[src/rtl/regfile_wb_arbiter_if.sv]
// ============================================================================
// regfile_wb_arbiter_if : writeback requester / register-file bus bundle
// Rev 1.0
// ============================================================================
`default_nettype none

interface regfile_wb_arbiter_if;
  logic        alu_valid;
  logic [4:0]  alu_rd;
  logic [31:0] alu_data;
  logic        alu_ready;
  logic        mem_valid;
  logic [4:0]  mem_rd;
  logic [31:0] mem_data;
  logic        mem_ready;
  logic        issue_valid;
  logic [4:0]  issue_rd;
  logic        reg_write;
  logic [4:0]  rd;
  logic [31:0] write_data;
  logic [31:0] pending;

  modport master (
    output alu_valid, alu_rd, alu_data, mem_valid, mem_rd, mem_data,
           issue_valid, issue_rd,
    input  alu_ready, mem_ready, reg_write, rd, write_data, pending
  );

  modport slave (
    input  alu_valid, alu_rd, alu_data, mem_valid, mem_rd, mem_data,
           issue_valid, issue_rd,
    output alu_ready, mem_ready, reg_write, rd, write_data, pending
  );
endinterface

`default_nettype wire

[src/rtl/regfile_wb_arbiter.sv]
// ============================================================================
// regfile_wb_arbiter : ALU/load writeback arbiter with pending-write scoreboard
// Optional macro WB_RR_EN selects round-robin instead of mem-over-ALU priority.
// Rev 1.0
// ============================================================================
`default_nettype none

module regfile_wb_arbiter #(
  parameter int STALL_CNT_W = 16
) (
  input  wire                    clk,
  input  wire                    rst_n,
  regfile_wb_arbiter_if.slave    bus,
  output logic [STALL_CNT_W-1:0] stall_cnt
);

  logic        grant_alu;
  logic        grant_mem;
  logic        both_valid;
  logic        win;
  logic [4:0]  win_rd;
  logic [31:0] win_data;
  logic [31:0] pending_nxt;

  assign both_valid = bus.alu_valid & bus.mem_valid;

`ifdef WB_RR_EN
  // ptr_mem=1 means the load path is preferred on the next conflict
  logic ptr_mem;

  always_comb begin
    grant_alu = bus.alu_valid;
    grant_mem = bus.mem_valid;
    if (both_valid) begin
      grant_alu = ~ptr_mem;
      grant_mem = ptr_mem;
    end
  end

  always_ff @(posedge clk or negedge rst_n) begin
    if (!rst_n) begin
      ptr_mem <= 1'b0;
    end else if (both_valid) begin
      ptr_mem <= ~ptr_mem;
    end
  end
`else
  always_comb begin
    grant_mem = bus.mem_valid;
    grant_alu = bus.alu_valid & ~bus.mem_valid;
  end
`endif

  assign bus.alu_ready = rst_n & grant_alu;
  assign bus.mem_ready = rst_n & grant_mem;

  assign win      = bus.alu_ready | bus.mem_ready;
  assign win_rd   = bus.mem_ready ? bus.mem_rd   : bus.alu_rd;
  assign win_data = bus.mem_ready ? bus.mem_data : bus.alu_data;

  always_ff @(posedge clk or negedge rst_n) begin
    if (!rst_n) begin
      bus.reg_write  <= 1'b0;
      bus.rd         <= 5'd0;
      bus.write_data <= 32'd0;
    end else begin
      bus.reg_write <= win && (win_rd != 5'd0);
      if (win && (win_rd != 5'd0)) begin
        bus.rd         <= win_rd;
        bus.write_data <= win_data;
      end
    end
  end

  // Set is applied after clear so a newer producer of the same rd wins
  always_comb begin
    pending_nxt = bus.pending;
    if (win && (win_rd != 5'd0)) begin
      pending_nxt[win_rd] = 1'b0;
    end
    if (bus.issue_valid && (bus.issue_rd != 5'd0)) begin
      pending_nxt[bus.issue_rd] = 1'b1;
    end
    pending_nxt[0] = 1'b0;
  end

  always_ff @(posedge clk or negedge rst_n) begin
    if (!rst_n) begin
      bus.pending <= 32'd0;
    end else begin
      bus.pending <= pending_nxt;
    end
  end

  always_ff @(posedge clk or negedge rst_n) begin
    if (!rst_n) begin
      stall_cnt <= '0;
    end else if (both_valid && (stall_cnt != {STALL_CNT_W{1'b1}})) begin
      stall_cnt <= stall_cnt + 1'b1;
    end
  end

endmodule

`default_nettype wire

[src/flat_wrapper.sv]
// flat-port wrapper written by rule: the top's interface ports become plain ports
module regfile_wb_arbiter_flat 
#(
  parameter int STALL_CNT_W = 16
)
  (clk, rst_n, stall_cnt, bus_alu_valid, bus_alu_rd, bus_alu_data, bus_mem_valid, bus_mem_rd, bus_mem_data, bus_issue_valid, bus_issue_rd, bus_alu_ready, bus_mem_ready, bus_reg_write, bus_rd, bus_write_data, bus_pending);
  regfile_wb_arbiter_if bus_i ();
  input  wire clk;
  input  wire rst_n;
  output logic [STALL_CNT_W-1:0] stall_cnt;
  input wire logic [$bits(bus_i.alu_valid)-1:0] bus_alu_valid;
  input wire logic [$bits(bus_i.alu_rd)-1:0] bus_alu_rd;
  input wire logic [$bits(bus_i.alu_data)-1:0] bus_alu_data;
  input wire logic [$bits(bus_i.mem_valid)-1:0] bus_mem_valid;
  input wire logic [$bits(bus_i.mem_rd)-1:0] bus_mem_rd;
  input wire logic [$bits(bus_i.mem_data)-1:0] bus_mem_data;
  input wire logic [$bits(bus_i.issue_valid)-1:0] bus_issue_valid;
  input wire logic [$bits(bus_i.issue_rd)-1:0] bus_issue_rd;
  output wire logic [$bits(bus_i.alu_ready)-1:0] bus_alu_ready;
  output wire logic [$bits(bus_i.mem_ready)-1:0] bus_mem_ready;
  output wire logic [$bits(bus_i.reg_write)-1:0] bus_reg_write;
  output wire logic [$bits(bus_i.rd)-1:0] bus_rd;
  output wire logic [$bits(bus_i.write_data)-1:0] bus_write_data;
  output wire logic [$bits(bus_i.pending)-1:0] bus_pending;
  assign bus_i.alu_valid = bus_alu_valid;
  assign bus_i.alu_rd = bus_alu_rd;
  assign bus_i.alu_data = bus_alu_data;
  assign bus_i.mem_valid = bus_mem_valid;
  assign bus_i.mem_rd = bus_mem_rd;
  assign bus_i.mem_data = bus_mem_data;
  assign bus_i.issue_valid = bus_issue_valid;
  assign bus_i.issue_rd = bus_issue_rd;
  assign bus_alu_ready = bus_i.alu_ready;
  assign bus_mem_ready = bus_i.mem_ready;
  assign bus_reg_write = bus_i.reg_write;
  assign bus_rd = bus_i.rd;
  assign bus_write_data = bus_i.write_data;
  assign bus_pending = bus_i.pending;
  regfile_wb_arbiter #(.STALL_CNT_W(STALL_CNT_W)) u_core (.clk(clk), .rst_n(rst_n), .bus(bus_i), .stall_cnt(stall_cnt));
endmodule
[config.mk]
export PLATFORM = sky130hd
export DESIGN_NAME = regfile_wb_arbiter_flat
export DESIGN_NICKNAME = d
export VERILOG_FILES = /design/src/rtl/regfile_wb_arbiter_if.sv /design/src/rtl/regfile_wb_arbiter.sv /design/src/flat_wrapper.sv
export SDC_FILE = /design/constraint.sdc
export NUM_CORES = 1
export LEC_CHECK = 0
export ABC_CLOCK_PERIOD_IN_PS = 2400
export CAP_MARGIN = 10
export CORE_MARGIN = 2
export CORE_UTILIZATION = 43
export DETAILED_ROUTE_END_ITERATION = 7
export HOLD_SLACK_MARGIN = 0.08
export PLACE_DENSITY_LB_ADDON = 0.08
export REMOVE_ABC_BUFFERS = 1
export SKIP_LAST_GASP = 1
export SYNTH_ARGS = -nofsm -noshare
export SYNTH_HDL_FRONTEND = slang
export SYNTH_SLANG_ARGS = --single-unit
[constraint.sdc]
create_clock -name clk -period 2.4 [get_ports clk]
set_input_delay 0.36 -clock clk [delete_from_list [all_inputs] [get_ports clk]]
set_output_delay 0.36 -clock clk [all_outputs]
set_load 0.03 [all_outputs]
==> results.sh, run 1 <==
export IMPL_clock_root_buffer="clkbuf_8"
export IMPL_hold_violations=0
export IMPL_power_frac_clock_pct=19.1
export IMPL_drive_above_1_share_pct=20.6
export IMPL_regToRegSetupSlack_ns=0.55
export IMPL_antenna_found_initial=0
export IMPL_layout_setup_ws_ns=0.153
export IMPL_grt_ovfl_total=0
export IMPL_rsz0062_at_grt="no"
export IMPL_drc=0
export IMPL_worstHoldStart="u_core.stall_cnt[7]$_DFFE_PN0P_"
export IMPL_yosys_area_share_simple_pct=8.31
export IMPL_critPathMaxFanout=23
export IMPL_cp_num_buf_inv=4
export IMPL_synth_edff_count=0
export IMPL_dr_first_iter_drc_count=101
export IMPL_maxCapViolCount=0
export IMPL_min_period_ns=2.25
export IMPL_p_sw_share_pct=37.5
export IMPL_power_switching_mw=1.82
export IMPL_die_h_um=102
export IMPL_netlist_area_um2=4170
export IMPL_cp_end_kind="flop"
export IMPL_drt_wl_total_um=11500
export IMPL_finalClockSkew_ns=0.0111
export IMPL_n_antenna_cell=0
export IMPL_synth_distinct_cells=45
export IMPL_synthArstFlopShare_pct=100
export IMPL_fin_crit_sh_pct=93.6
export IMPL_cp_top_family="buffers and inverters"
export IMPL_dp_slack_ns=0.0348
export IMPL_port_buffers=170
export IMPL_clkTransAtPathRegs_ns=0.09
export IMPL_comb_power_share_pct=40.9
export IMPL_timing_hold_ws_ns=0.493
export IMPL_p_total_mw=4.86
export IMPL_cts_htree_levels=3
export IMPL_worstMarginPinSlew_ns=0.810
export IMPL_grt_max_degree=56
export IMPL_slowest_stage="dlygate4sd3_1"
export IMPL_clock_sinks=85
export IMPL_setup_viol=0
export IMPL_clock_path_buffers=2
export IMPL_path_cells="dlygate4sd3_1 > buf_4 > buf_4 > nand3_1 > o221ai_1 > o21ba_2 > buf_12 > mux2_2"
export IMPL_final_common_cell="clkdlybuf4s50_1"
export IMPL_power_leakage_nw=2.57
export IMPL_synth_compound_area_share_pct=15.1
export IMPL_synth_seq_area_share_pct=51.0
export IMPL_postSynthCellCount=348
export IMPL_cts_resized_gates=0
export IMPL_cpPeakStageDelay_ns=0.56
export IMPL_min_path_type="flop to flop"
export IMPL_dp_hpwl_um=8600
export IMPL_synth_top_family_by_area="multiplexers"
export IMPL_dominantRegCellSynth="dfrtp_1"
export IMPL_ant_nets=0
export IMPL_reg2reg_from="u_core.stall_cnt[5]$_DFFE_PN0P_"
export IMPL_final_cell_mix="clkdlybuf4s50_1 (167), dfrtp_1 (85), mux2_2 (52)"
export IMPL_ys_warnings_count=0
export IMPL_power_frac_seq_pct=40.1
export IMPL_cp_required_ns=2.63
export IMPL_n_fill_cell=759
export IMPL_cts_tree="done"
export IMPL_synth_seq_cells=85
export IMPL_power_internal_mw=3.04
export IMPL_synthXorXnorAreaFrac_pct=2.73
export IMPL_start_kind="input port"
export IMPL_tns_ns=0
export IMPL_grtUsageTotal_pct=21.6
export IMPL_slew_violations=0
export IMPL_r2r_end="u_core.stall_cnt[1]$_DFFE_PN0P_"
export IMPL_gp_congestion=0.829
export IMPL_vias_per_cell=5.29
export IMPL_die_w_um=102
export IMPL_first_global_vias=3501
export IMPL_dr_pass1_iters=4
export IMPL_yosys_mux_area_fraction_pct=19.4
export IMPL_hold_path_end="u_core.stall_cnt[7]$_DFFE_PN0P_"
export IMPL_power_density_nw_per_um2=770
export IMPL_clock_latency_ns=0.35
export IMPL_syn_to_final_growth_pct=51.3
export IMPL_cts_inserted_buffers=9
export IMPL_crit_arrival_ns=2.47
export IMPL_synth_avg_cell_area_um2=12.0
export IMPL_holdPathStages=1
export IMPL_via_count=3529
export IMPL_crit_top_cell="buf_4"
export IMPL_status="finished clean"
export IMPL_synth_fa_ha_area_share_pct=0.300
export IMPL_wire_per_inst_um=17.2
export IMPL_grt_pass1_wl_um=17600
export IMPL_vdd_drop_max_mv=0.532
export IMPL_clock_fmax_mhz=445
export IMPL_num_rows=35
export IMPL_io_pins=172
export IMPL_start_util_pct=44.7
export IMPL_worstRegToRegCells=4
export IMPL_die_area_um2=10500
export IMPL_core_um2=9330
export IMPL_slew_headroom_pct=45.8
export IMPL_critPathKind="input port to flop"
export IMPL_fin_nets=618
## cell usage after synthesis, drive strengths merged (2+ instances only)
cell | n | share of area [%]
clkbuf | 9 | 0.81
o21ai | 44 | 5.3
inv | 8 | 0.72
o2111ai | 2 | 0.42
o221ai | 3 | 0.63
nand4b | 3 | 0.63
nor2 | 5 | 0.45
xor2 | 7 | 1.5
o31ai | 24 | 4.3
nand3 | 13 | 1.6
nor2b | 4 | 0.60
nand4 | 4 | 0.60
buf | 8 | 1.5
and3 | 3 | 0.45
a31oi | 4 | 0.60
and3b | 2 | 0.42
a211oi | 7 | 1.3
a21boi | 2 | 0.36
dfrtp | 85 | 51
nand2b | 2 | 0.30
xnor2 | 6 | 1.3
nand2 | 13 | 1.2
and4 | 5 | 1.1
o22ai | 3 | 0.45
mux2 | 67 | 19
## power groups by stage
stage	Sequential (mW)	Combinational [mW]	Clock (mW)
2_1_floorplan	2.53	0.450	0
3_3_place_gp	1.96	1.96	0
3_5_place_dp	1.97	1.99	0
4_1_cts	1.95	2.00	0.947
5_1_grt	1.98	2.10	1.00
6_report	1.95	1.99	0.926
## flip-flops by register name, summed over array words and instances (netlist names)
| signal | count |
|---|---|
| u_core.bus.rd | 5 |
| u_core.stall_cnt | 16 |
| u_core.bus.write_data | 32 |
| u_core.bus.reg_write | 1 |
| u_core.bus.pending | 31 |
## stage by stage
stage,utilization (%),cell area [µm²],instances
floorplan,-,4080,331
global placement,65.6,6120,650
CTS,67.6,6310,667
detailed placement,65.6,6120,650
finish,67.6,6310,667
global route,67.6,6310,667
## how the worst max path moves through the flow
stage,from,endpoint,slack (ns),cells after the start
after floorplan,bus_mem_valid,u_core.bus.rd[3]$_DFFE_PN0N_,-0.22,5
after global placement,bus_mem_valid,u_core.bus.write_data[11]$_DFFE_PN0N_,0.08,7
after CTS,rst_n,u_core.bus.write_data[14]$_DFFE_PN0N_,0.14,8
final,rst_n,u_core.bus.write_data[14]$_DFFE_PN0N_,0.15,8
after detailed placement,bus_mem_valid,u_core.bus.write_data[14]$_DFFE_PN0N_,0.03,7
after global routing,rst_n,u_core.bus.write_data[14]$_DFFE_PN0N_,0.04,8
## cells by family (layout without fill, tap and decap cells)
logic type,Yosys count,in the layout
compound gates,97,97
xor+xnor,13,13
fa+ha+maj,1,1
buf+inv,25,215
flops,85,85
mux,67,67
other cells,1,1
simple gates,59,59
## metal layers
metal	global-route usage (%)	wire length [µm]
met1	29.0	5050
met2	34.7	5250
met3	4.79	979
met4	7.69	199
met5	0	0
## final cells by class
cell class | instances | area, µm² | share of cell area, %
Sequential cell | 85 | 2130 | 33.7
Multi-Input combinational cell | 238 | 1920 | 30.4
Timing Repair Buffer | 191 | 1890 | 30.0
Tap cell | 129 | 161 | 2.56
Clock buffer | 9 | 124 | 1.96
Clock inverter | 7 | 56.3 | 0.893
Inverter | 8 | 30.0 | 0.476
## what timing repair did
item                                    CTS  global route
endpoints found under the setup margin    0             0
endpoints found under the hold margin    31             0
hold buffers                              1             0
buffers inserted                          0             0
(Power assumes the default switching activity.)
==> run 2: changes to the inputs <==
--- a/config.mk
+++ b/config.mk
@@ -11,7 +11,7 @@
 export CORE_UTILIZATION = 43
 export DETAILED_ROUTE_END_ITERATION = 7
 export HOLD_SLACK_MARGIN = 0.08
-export PLACE_DENSITY_LB_ADDON = 0.08
+export PLACE_DENSITY = 0.8
 export REMOVE_ABC_BUFFERS = 1
 export SKIP_LAST_GASP = 1
 export SYNTH_ARGS = -nofsm -noshare
==> results.sh, run 2 (synthesized netlist as in run 1, its figures left out) <==
export IMPL_cts_setup_buffers=0
export IMPL_layout_setup_ws_ns=0.162
export IMPL_cts_htree_levels=3
export IMPL_n_antenna_cell=0
export IMPL_gp_congestion=0.878
export IMPL_num_rows=35
export IMPL_top_usage_layer="met2"
export IMPL_power_internal_mw=3.27
export IMPL_maxCapViolCount=0
export IMPL_dp_slack_ns=0.0679
export IMPL_vdd_drop_max_mv=0.527
export IMPL_cp_required_ns=2.67
export IMPL_fin_crit_sh_pct=93.2
export IMPL_port_buffers=170
export IMPL_cp_end_kind="flop"
export IMPL_power_frac_clock_pct=22.7
export IMPL_via_count=3618
export IMPL_hold_violations=0
export IMPL_regMostFlops="u_core.bus.write_data"
export IMPL_crit_top_cell="buf_4"
export IMPL_clkTransAtPathRegs_ns=0.09
export IMPL_wire_per_inst_um=19.1
export IMPL_cp_top_family="buffers and inverters"
export IMPL_clock_latency_ns=0.35
export IMPL_use_met1_pct=32.1
export IMPL_power_density_nw_per_um2=808
export IMPL_fin_nets=617
export IMPL_slowest_stage="a31oi_1"
export IMPL_critPathMaxFanout=24
export IMPL_final_cell_mix="clkdlybuf4s50_1 (167), dfrtp_1 (85), mux2_2 (52)"
export IMPL_min_path_type="input port to asynchronous set/reset pin"
export IMPL_drt_wl_total_um=12700
export IMPL_comb_power_share_pct=39.2
export IMPL_cp_num_buf_inv=3
export IMPL_clock_path_buffers=2
export IMPL_core_um2=9330
export IMPL_first_global_vias=3626
export IMPL_vias_per_cell=5.43
export IMPL_path_cells="dlygate4sd3_1 > buf_4 > buf_4 > and4_1 > a31oi_1 > o31ai_1 > o21ai_0"
export IMPL_drive_above_1_share_pct=20.5
export IMPL_io_pins=172
export IMPL_slew_violations=0
export IMPL_power_leakage_nw=2.59
export IMPL_die_w_um=102
export IMPL_start_util_pct=44.7
export IMPL_drc=0
export IMPL_syn_to_final_growth_pct=52.4
export IMPL_grt_util_met2_pct=38.9
export IMPL_min_period_ns=2.24
export IMPL_grtUsageTotal_pct=24.0
export IMPL_cts_tree="done"
export IMPL_timing_hold_ws_ns=0.443
export IMPL_critPathKind="input port to flop"
export IMPL_worstMarginPinSlew_ns=0.942
export IMPL_p_sw_share_pct=36.3
export IMPL_n_fill_cell=721
export IMPL_top_regs="u_core.bus.write_data x32, u_core.bus.pending x31, u_core.stall_cnt x16"
export IMPL_grt_ovfl_total=0
export IMPL_ant_nets=0
export IMPL_clock_root_buffer="clkbuf_8"
export IMPL_globalRouteMet3Util_pct=5.20
export IMPL_die_h_um=102
export IMPL_setup_viol=0
export IMPL_clock_sinks=85
export IMPL_antenna_found_initial=0
export IMPL_grt_pass1_wl_um=19300
export IMPL_dp_hpwl_um=9650
export IMPL_status="finished clean"
export IMPL_dr_pass1_iters=4
export IMPL_cpPeakStageDelay_ns=0.59
export IMPL_final_common_cell="clkdlybuf4s50_1"
export IMPL_cts_inserted_buffers=9
export IMPL_power_frac_seq_pct=38.1
export IMPL_slew_headroom_pct=37.0
export IMPL_largest_register_ffs=32
export IMPL_crit_arrival_ns=2.51
export IMPL_grt_max_degree=35
export IMPL_rsz0062_at_grt="no"
export IMPL_clock_fmax_mhz=447
export IMPL_power_switching_mw=1.87
export IMPL_finalClockSkew_ns=0.00754
export IMPL_die_area_um2=10500
export IMPL_dr_first_iter_drc_count=115
export IMPL_start_kind="input port"
-- run 2: layout make-up --
class | instances | area [µm²] | share of cell area (%)
well taps | 129 | 161 | 2.54
inverters | 8 | 30.0 | 0.472
flip-flops and latches | 85 | 2130 | 33.5
multi-input cells | 238 | 1920 | 30.2
clock buffers | 10 | 138 | 2.17
repair buffers | 190 | 1890 | 29.7
clock inverters | 6 | 93.8 | 1.48
-- run 2: stage by stage --
step                power, mW  setup TNS [ns]  std cells  util [%]  area, µm²
global placement         3.95               0        649      65.5       6110
floorplan                2.98           -6.44        331         -       4080
detailed placement       4.00               0        649      65.5       6110
finish                   5.13               0        666      68.1       6360
global route             5.37               0        666      68.1       6360
CTS                      5.17               0        666      68.1       6350
-- run 2: path summary, 6_finish.rpt --
check | start | end | slack [ns] | cells past startpoint
setup / recovery | rst_n | u_core.bus.pending[28]$_DFF_PN0_ | 0.16 | 7
hold / removal | rst_n | u_core.bus.pending[3]$_DFF_PN0_ | 0.44 | 2
setup reg to reg | u_core.stall_cnt[5]$_DFFE_PN0P_ | u_core.stall_cnt[1]$_DFFE_PN0P_ | 0.50 | 4
max in group asynchronous | rst_n | u_core.bus.write_data[18]$_DFFE_PN0N_ | 1.39 | 3
hold reg to reg | u_core.stall_cnt[11]$_DFFE_PN0P_ | u_core.stall_cnt[11]$_DFFE_PN0P_ | 0.49 | 1
min in group clk | u_core.stall_cnt[11]$_DFFE_PN0P_ | u_core.stall_cnt[11]$_DFFE_PN0P_ | 0.49 | 1
-- run 2: routing by layer --
| metal | share of wire (%) | vias to the layer above |
|---|---|---|
| met5 | 0 | - |
| met2 | 48 | 150 |
| met4 | 1.4 | 0 |
| met1 | 42 | 1764 |
| li1 | - | 1689 |
| met3 | 8.3 | 15 |
-- run 2: repair_timing --
| item | 4_1_cts | 5_1_grt |
|---|---|---|
| hold endpoints to repair | 4 | 0 |
| gates resized for setup | 0 | 1 |
| endpoints found under the setup margin | 0 | 2 |
| hold buffers | 1 | 0 |
-- run 2: power groups by stage --
stage | logic, mW | registers (mW) | clock network (mW)
after detailed placement | 2.02 | 1.98 | 0
after floorplan | 0.450 | 2.53 | 0
after global placement | 1.97 | 1.97 | 0
after global routing | 2.12 | 1.99 | 1.25
final | 2.01 | 1.96 | 1.17
after CTS | 2.02 | 1.95 | 1.19
==> run 3: changes to the inputs <==
--- a/config.mk
+++ b/config.mk
@@ -5,14 +5,18 @@
 export SDC_FILE = /design/constraint.sdc
 export NUM_CORES = 1
 export LEC_CHECK = 0
+export ABC_AREA = 1
 export ABC_CLOCK_PERIOD_IN_PS = 2400
 export CAP_MARGIN = 10
+export CELL_PAD_IN_SITES_DETAIL_PLACEMENT = 0
+export CELL_PAD_IN_SITES_GLOBAL_PLACEMENT = 1
 export CORE_MARGIN = 2
-export CORE_UTILIZATION = 43
+export CORE_UTILIZATION = 32
 export DETAILED_ROUTE_END_ITERATION = 7
 export HOLD_SLACK_MARGIN = 0.08
 export PLACE_DENSITY = 0.8
 export REMOVE_ABC_BUFFERS = 1
+export SETUP_SLACK_MARGIN = 0.1
 export SKIP_LAST_GASP = 1
 export SYNTH_ARGS = -nofsm -noshare
 export SYNTH_HDL_FRONTEND = slang
==> results.sh, run 3 <==
export IMPL_worstMarginPinSlew_ns=0.648
export IMPL_clock_path_buffers=2
export IMPL_fin_crit_sh_pct=84.0
export IMPL_globalRouteMet3Util_pct=3.46
export IMPL_netlist_area_um2=4550
export IMPL_port_buffers=170
export IMPL_via_count=4020
export IMPL_status="finished clean"
export IMPL_first_global_vias=3897
export IMPL_num_rows=43
export IMPL_final_common_cell="clkdlybuf4s50_1"
export IMPL_regMostFlops="u_core.bus.write_data"
export IMPL_clock_sinks=85
export IMPL_tns_ns=0
export IMPL_syn_to_final_growth_pct=48.0
export IMPL_postSynthCellCount=502
export IMPL_synth_most_common_cell="nand2_1"
export IMPL_synth_edff_count=0
export IMPL_power_frac_seq_pct=36.3
export IMPL_use_met1_pct=23.7
export IMPL_vias_per_cell=4.65
export IMPL_p_sw_share_pct=36.6
export IMPL_final_cells=864
export IMPL_dp_slack_ns=0.166
export IMPL_antenna_found_initial=0
export IMPL_largest_register_ffs=32
export IMPL_critPathMaxFanout=31
export IMPL_synth_distinct_cells=30
export IMPL_cts_setup_buffers=0
export IMPL_fin_nets=764
export IMPL_finalClockSkew_ns=0.00488
export IMPL_ant_nets=0
export IMPL_clock_latency_ns=0.34
export IMPL_timing_hold_ws_ns=0.154
export IMPL_p_total_mw=5.36
export IMPL_dp_hpwl_um=9790
export IMPL_rsz0062_at_grt="no"
export IMPL_hold_violations=0
export IMPL_synth_avg_cell_area_um2=9.07
export IMPL_cts_resized_gates=0
export IMPL_cts_tree="done"
export IMPL_min_path_type="input port to asynchronous set/reset pin"
export IMPL_cts_htree_levels=3
export IMPL_final_cell_mix="clkdlybuf4s50_1 (167), nand2_1 (151), dfrtp_1 (85)"
export IMPL_grt_pass1_wl_um=20300
export IMPL_top_regs="u_core.bus.write_data x32, u_core.bus.pending x31, u_core.stall_cnt x16"
export IMPL_core_um2=13900
export IMPL_slew_violations=0
export IMPL_top_usage_layer="met2"
export IMPL_comb_power_share_pct=37.4
export IMPL_start_util_pct=32.8
export IMPL_synthArstFlopShare_pct=100
export IMPL_power_internal_mw=3.40
export IMPL_min_period_ns=2.02
export IMPL_start_kind="input port"
export IMPL_die_h_um=123
export IMPL_dr_first_iter_drc_count=188
export IMPL_cp_end_kind="primary output"
export IMPL_maxCapViolCount=0
export IMPL_crit_arrival_ns=1.66
export IMPL_drt_wl_total_um=13000
export IMPL_clock_fmax_mhz=496
export IMPL_synth_top_cell_area_share_pct=46.7
export IMPL_clock_root_buffer="clkbuf_16"
export IMPL_synthTopCellsByCount="nand2_1 (151), dfrtp_1 (85), nand2_2 (38), o21ai_2 (33), mux2i_1 (32)"
export IMPL_slew_headroom_pct=56.8
export IMPL_cp_required_ns=2.04
export IMPL_die_area_um2=15200
export IMPL_synth_seq_area_share_pct=46.7
export IMPL_die_w_um=123
export IMPL_layout_setup_ws_ns=0.384
export IMPL_postCtsHoldBufs=1
export IMPL_power_density_nw_per_um2=796
export IMPL_cts_inserted_buffers=9
export IMPL_drive_above_1_share_pct=16.4
export IMPL_vdd_drop_max_mv=0.414
export IMPL_synth_top_cell_by_area="dfrtp_1"
export IMPL_setup_viol=0
export IMPL_grtUsageTotal_pct=17.3
export IMPL_clkTransAtPathRegs_ns=0.06
export IMPL_power_frac_clock_pct=26.2
export IMPL_gp_congestion=0.845
export IMPL_power_switching_mw=1.96
export IMPL_dp_cells=847
export IMPL_n_antenna_cell=0
export IMPL_power_leakage_nw=3.05
export IMPL_synthTopCellsByArea="dfrtp_1 (47%), nand2_1 (12%), mux2i_1 (7.0%)"
export IMPL_ys_warnings_count=0
export IMPL_grt_ovfl_total=0
export IMPL_drc=0
export IMPL_dr_pass1_iters=4
export IMPL_dominantRegCellSynth="dfrtp_1"
export IMPL_wire_per_inst_um=15.0
export IMPL_synth_seq_cells=85
export IMPL_io_pins=172
export IMPL_grt_max_degree=50
export IMPL_grt_util_met2_pct=27.6
export IMPL_critPathKind="input port to primary output"
## run 3: cell types whose count changed after synthesis, moves of 18 or more
cell / previous run / this run
nand2_1: 12 / 151
mux2_2: 52 / 0
nand2_2: 1 / 38
o21ai_2: 0 / 33
mux2i_1: 0 / 32
o21ai_0: 44 / 18
inv_1: 7 / 29
nor2_1: 5 / 26
o31ai_1: 24 / 6
## run 3: power by group through the flow
| stage | combinational [mW] | clock, mW | sequential [mW] |
|---|---|---|---|
| 6_report | 2.01 | 1.41 | 1.95 |
| 2_1_floorplan | 0.516 | 0 | 2.51 |
| 3_5_place_dp | 2.02 | 0 | 1.98 |
| 5_1_grt | 2.15 | 1.51 | 2.00 |
| 3_3_place_gp | 2.00 | 0 | 1.98 |
| 4_1_cts | 2.03 | 1.45 | 1.95 |
## run 3: worst paths after layout
check,depth (start not counted),slack (ns),start,to
max in group asynchronous,2,1.69,rst_n,u_core.bus.rd[3]$_DFFE_PN0N_
worst max register to register,8,0.41,u_core.stall_cnt[0]$_DFFE_PN0P_,u_core.stall_cnt[7]$_DFFE_PN0P_
worst min-delay path,2,0.15,rst_n,u_core.bus.write_data[18]$_DFFE_PN0N_
min in group clk,2,0.47,u_core.bus.pending[31]$_DFF_PN0_,u_core.bus.pending[31]$_DFF_PN0_
worst min register to register,2,0.47,u_core.bus.pending[31]$_DFF_PN0_,u_core.bus.pending[31]$_DFF_PN0_
worst max-delay path,6,0.38,bus_mem_valid,bus_mem_ready
## run 3: logic make-up (layout without fill, tap and decap cells)
group,Yosys count,in the layout,synth area share (%)
buffers and inverters,46,228,6.37
and+or+nand+nor,257,257,26.4
adders and majority gates,1,1,0.275
muxes,32,32,7.03
other,1,1,0.0823
AOI/OAI and AO/OA,67,67,10.7
xor gates and xnor gates,13,13,2.50
DFF,85,85,46.7
## run 3: routing by layer
metal / vias to the layer above / part of all wire, %
met4: 0 / 1.1
li1: 1985 / -
met5: - / 0
met3: 10 / 7.7
met1: 1897 / 46
met2: 128 / 45
## run 3: metrics by stage
stage	cell area (µm²)	util, %
after floorplan	4380	-
final	6740	48.6
after detailed placement	6430	46.3
after global routing	6740	48.6
after CTS	6740	48.6
after global placement	6430	46.3
## run 3: critical path, cell delays in order
cell and delay [ns]:
clkdlybuf4s50_1 0.43, nand2_2 0.20, buf_4 0.19, buf_12 0.23
inv_1 0.06, buf_4 0.17
## run 3: cell type report
cell class,instances,area [µm²]
Tap cell,180,225
Sequential cell,85,2130
Multi-Input combinational cell,371,2140
Fill cell,1305,7140
Inverter,30,113
Timing Repair Buffer,182,1840
Clock inverter,6,72.6
Clock buffer,10,229
